===== src/rtl/uart_tx_8n1_if.sv =====
// Byte-in / serial-out handshake between the readout FSM (master) and the
// UART transmitter (slave).
interface uart_tx_8n1_if;
    logic       uart_tx_DV;
    logic [7:0] uart_tx_Byte;
    logic       uart_tx_Active;
    logic       uart_tx_Done;
    logic       uart_tx_Serial;

    modport master (
        output uart_tx_DV,
        output uart_tx_Byte,
        input  uart_tx_Active,
        input  uart_tx_Done,
        input  uart_tx_Serial
    );

    modport slave (
        input  uart_tx_DV,
        input  uart_tx_Byte,
        output uart_tx_Active,
        output uart_tx_Done,
        output uart_tx_Serial
    );
endinterface


===== src/rtl/uart_tx_8n1.sv =====
// 8N1 UART transmitter (1 or 2 stop bits) with a fixed clk-cycles-per-bit
// divider. All outputs are registered.
module uart_tx_8n1 #(
    parameter int CLKS_PER_BIT = 868,
    parameter int STOP_BITS    = 1
) (
    input  logic         clk,
    input  logic         reset,
    uart_tx_8n1_if.slave bus
);
    localparam int             CW        = $clog2(CLKS_PER_BIT);
    localparam logic [CW-1:0]  CNT_LAST  = CW'(CLKS_PER_BIT - 1);
    localparam logic [2:0]     STOP_LAST = 3'(STOP_BITS - 1);

    typedef enum logic [2:0] {IDLE, START, DATA, STOP, CLEANUP} state_t;

    state_t        state;
    logic [CW-1:0] cnt;
    logic [2:0]    bit_idx;
    logic [7:0]    shreg;
    logic          cnt_done;

    assign cnt_done = (cnt == CNT_LAST);

    // NOTE: every register here is assigned with <= so all state updates see
    // the pre-edge values of their neighbours, independent of statement order.
    always_ff @(posedge clk) begin
        if (reset) begin
            state              <= IDLE;
            cnt                <= '0;
            bit_idx            <= '0;
            shreg              <= '0;
            bus.uart_tx_Serial <= 1'b1;
            bus.uart_tx_Active <= 1'b0;
            bus.uart_tx_Done   <= 1'b0;
        end else begin
            bus.uart_tx_Done <= 1'b0;
            case (state)
                IDLE: begin
                    bus.uart_tx_Serial <= 1'b1;
                    bus.uart_tx_Active <= 1'b0;
                    if (bus.uart_tx_DV) begin
                        shreg              <= bus.uart_tx_Byte;
                        cnt                <= '0;
                        bit_idx            <= '0;
                        state              <= START;
                        bus.uart_tx_Serial <= 1'b0;
                        bus.uart_tx_Active <= 1'b1;
                    end
                end
                START: begin
                    if (cnt_done) begin
                        cnt                <= '0;
                        state              <= DATA;
                        bus.uart_tx_Serial <= shreg[0];
                    end else begin
                        cnt <= cnt + CW'(1);
                    end
                end
                DATA: begin
                    // shreg[0] always holds the bit currently on the line
                    if (cnt_done) begin
                        cnt <= '0;
                        if (bit_idx == 3'd7) begin
                            bit_idx            <= '0;
                            state              <= STOP;
                            bus.uart_tx_Serial <= 1'b1;
                        end else begin
                            bit_idx            <= bit_idx + 3'd1;
                            shreg              <= {1'b0, shreg[7:1]};
                            bus.uart_tx_Serial <= shreg[1];
                        end
                    end else begin
                        cnt <= cnt + CW'(1);
                    end
                end
                STOP: begin
                    if (cnt_done) begin
                        cnt <= '0;
                        if (bit_idx == STOP_LAST) begin
                            bit_idx            <= '0;
                            state              <= CLEANUP;
                            bus.uart_tx_Done   <= 1'b1;
                            bus.uart_tx_Active <= 1'b0;
                        end else begin
                            bit_idx <= bit_idx + 3'd1;
                        end
                    end else begin
                        cnt <= cnt + CW'(1);
                    end
                end
                CLEANUP: begin
                    state              <= IDLE;
                    bus.uart_tx_Serial <= 1'b1;
                    bus.uart_tx_Active <= 1'b0;
                end
                default: begin
                    state <= IDLE;
                end
            endcase
        end
    end
endmodule

===== src/flat_wrapper.sv =====
// flat-port wrapper written by rule: the top's interface ports become plain ports
module uart_tx_8n1_flat 
#(
    parameter int CLKS_PER_BIT = 868,
    parameter int STOP_BITS    = 1
)
  (clk, reset, bus_uart_tx_DV, bus_uart_tx_Byte, bus_uart_tx_Active, bus_uart_tx_Done, bus_uart_tx_Serial);
  uart_tx_8n1_if bus_i ();
  input  logic clk;
  input  logic reset;
  input wire logic [$bits(bus_i.uart_tx_DV)-1:0] bus_uart_tx_DV;
  input wire logic [$bits(bus_i.uart_tx_Byte)-1:0] bus_uart_tx_Byte;
  output wire logic [$bits(bus_i.uart_tx_Active)-1:0] bus_uart_tx_Active;
  output wire logic [$bits(bus_i.uart_tx_Done)-1:0] bus_uart_tx_Done;
  output wire logic [$bits(bus_i.uart_tx_Serial)-1:0] bus_uart_tx_Serial;
  assign bus_i.uart_tx_DV = bus_uart_tx_DV;
  assign bus_i.uart_tx_Byte = bus_uart_tx_Byte;
  assign bus_uart_tx_Active = bus_i.uart_tx_Active;
  assign bus_uart_tx_Done = bus_i.uart_tx_Done;
  assign bus_uart_tx_Serial = bus_i.uart_tx_Serial;
  uart_tx_8n1 #(.CLKS_PER_BIT(CLKS_PER_BIT), .STOP_BITS(STOP_BITS)) u_core (.clk(clk), .reset(reset), .bus(bus_i));
endmodule

===== config.mk =====
export PLATFORM = sky130hd
export DESIGN_NAME = uart_tx_8n1_flat
export DESIGN_NICKNAME = d
export VERILOG_FILES = /design/src/rtl/uart_tx_8n1_if.sv /design/src/rtl/uart_tx_8n1.sv /design/src/flat_wrapper.sv
export SDC_FILE = /design/constraint.sdc
export NUM_CORES = 1
export LEC_CHECK = 0
export CAP_MARGIN = 20
export CORE_ASPECT_RATIO = 0.75
export CORE_UTILIZATION = 56
export CTS_CLUSTER_DIAMETER = 120
export DETAILED_ROUTE_END_ITERATION = 8
export HOLD_SLACK_MARGIN = 0.12
export PLACE_DENSITY = 0.8
export SETUP_SLACK_MARGIN = 0.02
export SLEW_MARGIN = 20
export SYNTH_ARGS = -nofsm -noshare
export SYNTH_HDL_FRONTEND = slang
export SYNTH_SLANG_ARGS = --single-unit

===== constraint.sdc =====
create_clock -name clk -period 2.6 [get_ports clk]
set_input_delay 0.26 -clock clk [delete_from_list [all_inputs] [get_ports clk]]
set_output_delay 0.26 -clock clk [all_outputs]
set_load 0.02 [all_outputs]

==> results_dict.tcl, run 1 <==
set metrics [dict create \
    path_clk_slew_ps 140 \
    fin_crit_ps 2020 \
    setup_viol 0 \
    hpwl_mm 2.24 \
    fin_setup_tns_ps 0 \
    num_antenna_cells 0 \
    grt_antenna_before_repair 0 \
    grt.total_usage 0.243 \
    regArea_um2 541 \
    synth_enable_flop_cells 0 \
    worstPathArrival_ps 2280 \
    synthFlopType "dfxtp_1" \
    post-route-drc-count 0 \
    fin_area_mm2 0.00169 \
    synth_top_area_share 0.359 \
    finalCritPeriodShare 0.776 \
    totalWireLength_mm 3.15 \
    post-cts-setup-buffers 0 \
    cts_hold_buffers 0 \
    worstPathCellList "nor3_1, or4b_1, or4b_1, a21oi_1" \
    synth-seq-cells 27 \
    synth_cell_types 41 \
    path_max_fanout 15 \
    post_cts_resize_count 0 \
    crit_required_ps 2870 \
    grt_pass1_wl_mm 5.12 \
    ios 14 \
    outcome "finished, final reports clean" \
    cts_made_buffers 3 \
    maxCapViolCount 0 \
    syn-num-nets 194 \
    dr_wl_met3_um 132 \
    yosys-top-cells-area "dfxtp_1, nand2_1, a22o_1, a21oi_1, ha_1" \
    num_rows 15 \
    clkLatencyLatePin_ps 320 \
    first_iter_violations 127 \
    crit_slowest_cell "dfxtp_1" \
    syn-cell-area_mm2 0.00150 \
    avgSynthCellArea_um2 8.40 \
    drt_first_pass_iters 4 \
    hold_violations 0 \
    fmax_ghz 0.496 \
    coreArea_mm2 0.00242 \
    cts_tree "done" \
    routed_via_density 6.06 \
    fillers 201 \
    critPathBufInv 0 \
    vias 1352 \
    syn2layout_area_growth_pct 12.5 \
    ys_seq_area_frac 0.359 \
    power.density_mw_per_mm2 416 \
    slew_viol_final 0 \
    ant_nets 0 \
    clock_path_buffers 2 \
    multiInputGateArea_um2 900 \
    clock-root-buffer "clkbuf_4" \
    cts_num_sinks 27 \
    placed_area_mm2 0.00167 \
    slew_headroom 0.558 \
    drt-met1-wl_mm 1.61 \
    wl_per_cell_um 14.1 \
    grt_pass1_vias 1149 \
    wl_met2_mm 1.40 \
    slowest_delay_ps 600 \
    fin_worst_skew_ps 9.18 \
    critPathKind "register to register" \
    dieWidth_um 61.8 \
    yosysMostFrequentCell "dfxtp_1" \
    cp-end-kind "register" \
    rsz0062_at_grt "false" \
    ir_worst_vdd_mv 0.337 \
    synth_commonest_cells "dfxtp_1, nand2_1, nor2_1" \
    dieArea_mm2 0.00290 \
    routed.top_layer "met3" \
    place_congestion 0.861 \
    min_path_type "register to register" \
    cp_top_family "simple AND/OR/NAND/NOR gates" \
    drive_above_1_share 0.0741 \
    tightest_slew_ps 658 \
    nets 205 \
    cts-htree-levels 1 \
    async_flop_share 0 \
    synth.largest_area_cell "dfxtp_1" \
    dieHeight_um 46.9 \
    grt_max_degree 21 \
    crit_path_start_kind "register" \
    leakage_nw 0.564 \
    io_buffers 13 \
    netlist_instances 179 \
    ys_warn_count 0 \
    start_util 0.621 \
    grt_overflow 0 \
    crit_top_cell "or4b_1" \
]
## area by class of cell
cell class              instances  area share
clock buffers                   4      0.0155
inverters                       4     0.00888
multi-input cells             136       0.532
flip-flops and latches         27       0.320
well taps                      34      0.0251
repair buffers                 18      0.0991
## placed cells by master (no fill, tap or decap), types with 2 or more instances in the layout
cell type        synthesis  final
dfxtp_1                 27     27
nand2_1                 17     17
clkdlybuf4s50_1          0     13
nor2_1                  11     11
o21ai_0                 10     10
a21oi_1                 10     10
nand3_1                  9      9
a22o_1                   7      7
nor4b_1                  5      5
nand2b_1                 5      5
mux2i_1                  5      5
xnor2_1                  5      5
nor4_1                   5      5
buf_4                    0      5
inv_1                    4      4
nor2b_1                  4      4
ha_1                     4      4
or4b_1                   3      3
nand4_1                  3      3
nor3b_1                  3      3
nor3_1                   3      3
or2_2                    3      3
clkbuf_4                 0      3
and3_1                   2      2
a211oi_1                 2      2
nand3_2                  2      2
o21a_1                   2      2
a31oi_1                  2      2
## logic make-up after synthesis
kind of cell	Yosys count	synth area share
fa+ha+maj	4	0.0333
mux	5	0.0333
simple gates	77	0.299
flops	27	0.359
xor+xnor	5	0.0291
compound gates	45	0.203
buf+inv	16	0.0424
## metal layers
layer,global-route usage,vias up
met5,0,-
met4,0.0267,0
met3,0.0579,0
li1,-,682
met1,0.355,645
met2,0.378,25
## per-stage QoR
stage                     utilization  hold slack [ps]  power, W  cells  setup WS, ps
after CTS                       0.699              477  0.000712    223           579
after global placement          0.688              453  0.000532    219           463
after global routing            0.699              496  0.000735    223           445
final                           0.699              475  0.000704    223           583
after floorplan                     -              443  0.000498    179           787
after detailed placement        0.688              459  0.000535    219           440
## worst paths after layout
check                        from               to  slack, ps  cells past startpoint
setup / recovery  u_core.state[1]    u_core.cnt[8]        580                      4
hold / removal    u_core.shreg[5]  u_core.shreg[5]        480                      2
setup reg to reg  u_core.state[1]    u_core.cnt[8]        580                      4
hold reg to reg   u_core.shreg[5]  u_core.shreg[5]        480                      2
## state kept, by name (all words and copies together), names as in the netlist
name / count
u_core.cnt: 10
u_core.shreg: 8
u_core.bit_idx: 3
u_core.state: 3
u_core.bus.uart_tx_Active: 1
u_core.bus.uart_tx_Done: 1
u_core.bus.uart_tx_Serial: 1
## worst reg2reg max path: cells and delay by family, from the launching register on
family / cells / cell delay [ps]
DFF: 1 / 600
AOI/OAI and AO/OA: 1 / 140
and+or+nand+nor: 3 / 1230
## power by group
group          leakage, nW  internal (W)  switching (W)  total [W]
Clock               0.0150     0.0000600       0.000117   0.000177
Sequential           0.220      0.000426     0.00000770   0.000434
Combinational        0.329     0.0000448      0.0000481  0.0000929
Total                0.564      0.000531       0.000173   0.000704
No activity file was read; power rests on OpenSTA's default activity.
==> run 2: changes to the inputs <==
==> constraint.sdc (replaced) <==
create_clock -name clk -period 1.9 [get_ports clk]
set_input_delay 0.19 -clock clk [delete_from_list [all_inputs] [get_ports clk]]
set_output_delay 0.19 -clock clk [all_outputs]
set_load 0.02 [all_outputs]
==> run 2 against run 1 <==
Effect of this change: combinational power increased by 46%; setup slack got worse by 470 ps; clock skew is 7.2 ps lower; cell count grew 4.0%; first-iteration DRC count down 43%; core utilization is 3.9 points higher; sequential power increased by 37%; via count is 2.1% higher; final area increased by 5.5%; hold slack improved by 7.7 ps; critical path type unchanged; largest power group unchanged; highest routed layer is now met4.
==> results_dict.tcl, run 2 (synthesis gave the netlist of run 1 again) <==
set metrics [dict create \
    worstPathCellList "ha_2, or4b_1, or4b_1, a21oi_1" \
    place_congestion 0.853 \
    hold_violations 0 \
    dieWidth_um 61.8 \
    cts_hold_buffers 0 \
    ios 14 \
    finalCritPeriodShare 0.941 \
    fillers 177 \
    num_rows 15 \
    p_clk_frac 0.259 \
    largest_reg_flops 10 \
    grt_pass1_wl_mm 5.20 \
    totalWireLength_mm 3.34 \
    place_ws_ps -87.6 \
    cts_num_sinks 27 \
    dieHeight_um 46.9 \
    fin_worst_skew_ps 1.97 \
    grt.total_usage 0.249 \
    outcome "finished, final reports clean" \
    grt_antenna_before_repair 0 \
    grt_overflow 0 \
    p_seq_frac 0.603 \
    coreArea_mm2 0.00242 \
    wl_per_cell_um 14.4 \
    p_sw_w 0.000253 \
    p_comb_frac 0.138 \
    critPathBufInv 0 \
    clkLatencyLatePin_ps 330 \
    path_max_fanout 5 \
    fin_crit_ps 1790 \
    reg.largest.list "u_core.cnt: 10 flops, u_core.shreg: 8 flops" \
    cts_made_buffers 3 \
    ant_nets 0 \
    start_util 0.621 \
    syn2layout_area_growth_pct 18.7 \
    first_iter_violations 73 \
    fmax_ghz 0.560 \
    maxCapViolCount 0 \
    drt_first_pass_iters 4 \
    fin_setup_tns_ps 0 \
    top_register "u_core.cnt" \
    placed_area_mm2 0.00173 \
    regArea_um2 548 \
    final_cell_mix "dfxtp_1, nand2_1, clkdlybuf4s50_1, buf_4, nor2_1" \
    rsz0062_at_grt "true" \
    dieArea_mm2 0.00290 \
    routed_via_density 5.95 \
    path_clk_slew_ps 150 \
    cp_top_family "simple AND/OR/NAND/NOR gates" \
    slew_headroom 0.686 \
    min_path_type "register to register" \
    swShare 0.256 \
    worstPathArrival_ps 2050 \
    power.density_mw_per_mm2 553 \
    slowest_delay_ps 470 \
    multiInputGateArea_um2 915 \
    vias 1381 \
    cts-htree-levels 1 \
    nets 214 \
    num_antenna_cells 0 \
    tightest_slew_ps 469 \
    leakage_nw 0.614 \
    final_core_util 0.737 \
    worst_slack_ps 113 \
    grt_pass1_vias 1178 \
    grt_max_degree 19 \
    crit_slowest_cell "or4b_1" \
    crit_top_cell "or4b_1" \
    ir_worst_vdd_mv 0.427 \
    crit_required_ps 2160 \
    crit_path_start_kind "register" \
    post-cts-setup-buffers 0 \
    hpwl_mm 2.36 \
    cp-end-kind "register" \
    final_common_cell "dfxtp_1" \
    fin_area_mm2 0.00179 \
    post-route-drc-count 0 \
    critPathKind "register to register" \
    clock_path_buffers 2 \
    io_buffers 13 \
    drive_above_1_share 0.167 \
    cts_tree "done" \
    final_cells 232 \
    post_cts_resize_count 1 \
    slew_viol_final 0 \
    dp_cells 228 \
    clock-root-buffer "clkbuf_4" \
    setup_viol 0 \
    intPower_w 0.000735 \
]
run 2: changes by cell type in the layout (fill, tap and decap cells not counted), sizes merged:
cell and delta:
buf +9
run 2: area by class of cell:
type,instances,area share
inverter,4,0.00841
tap,34,0.0238
timing repair buffer,27,0.134
clock buffer,4,0.0147
sequential,27,0.307
multi-input combinational,136,0.512
run 2: per-stage QoR:
step,hold slack (ps),total power [W]
2_1_floorplan,374,0.000682
3_3_place_gp,452,0.000735
3_5_place_dp,466,0.000739
4_1_cts,483,0.000988
5_1_grt,506,0.00103
6_report,483,0.000988
run 2: worst reg2reg max path, cell delays in order, from the launching register on:
cell	delay, ps
dfxtp_2	380
ha_2	230
or4b_1	460
or4b_1	470
a21oi_1	190
run 2: power by group through the flow:
stage	clock (W)	combinational (W)	sequential, W
global placement	0	0.000128	0.000606
detailed placement	0	0.000131	0.000608
finish	0.000256	0.000136	0.000596
global route	0.000287	0.000148	0.000599
CTS	0.000260	0.000133	0.000595
floorplan	0	0.0000739	0.000608
run 2: final timing paths:
path                   startpoint         endpoint  slack [ps]  cells after the start
setup / recovery    u_core.cnt[0]    u_core.cnt[8]         110                      4
hold / removal    u_core.shreg[4]  u_core.shreg[4]         480                      2
hold reg to reg   u_core.shreg[4]  u_core.shreg[4]         480                      2
setup reg to reg    u_core.cnt[0]    u_core.cnt[8]         110                      4
run 2: metal layers:
layer / global-route usage / share of wire
met1: 0.341 / 0.49
met2: 0.404 / 0.46
met3: 0.0579 / 0.039
met4: 0.0578 / 0.0096
met5: 0 / 0
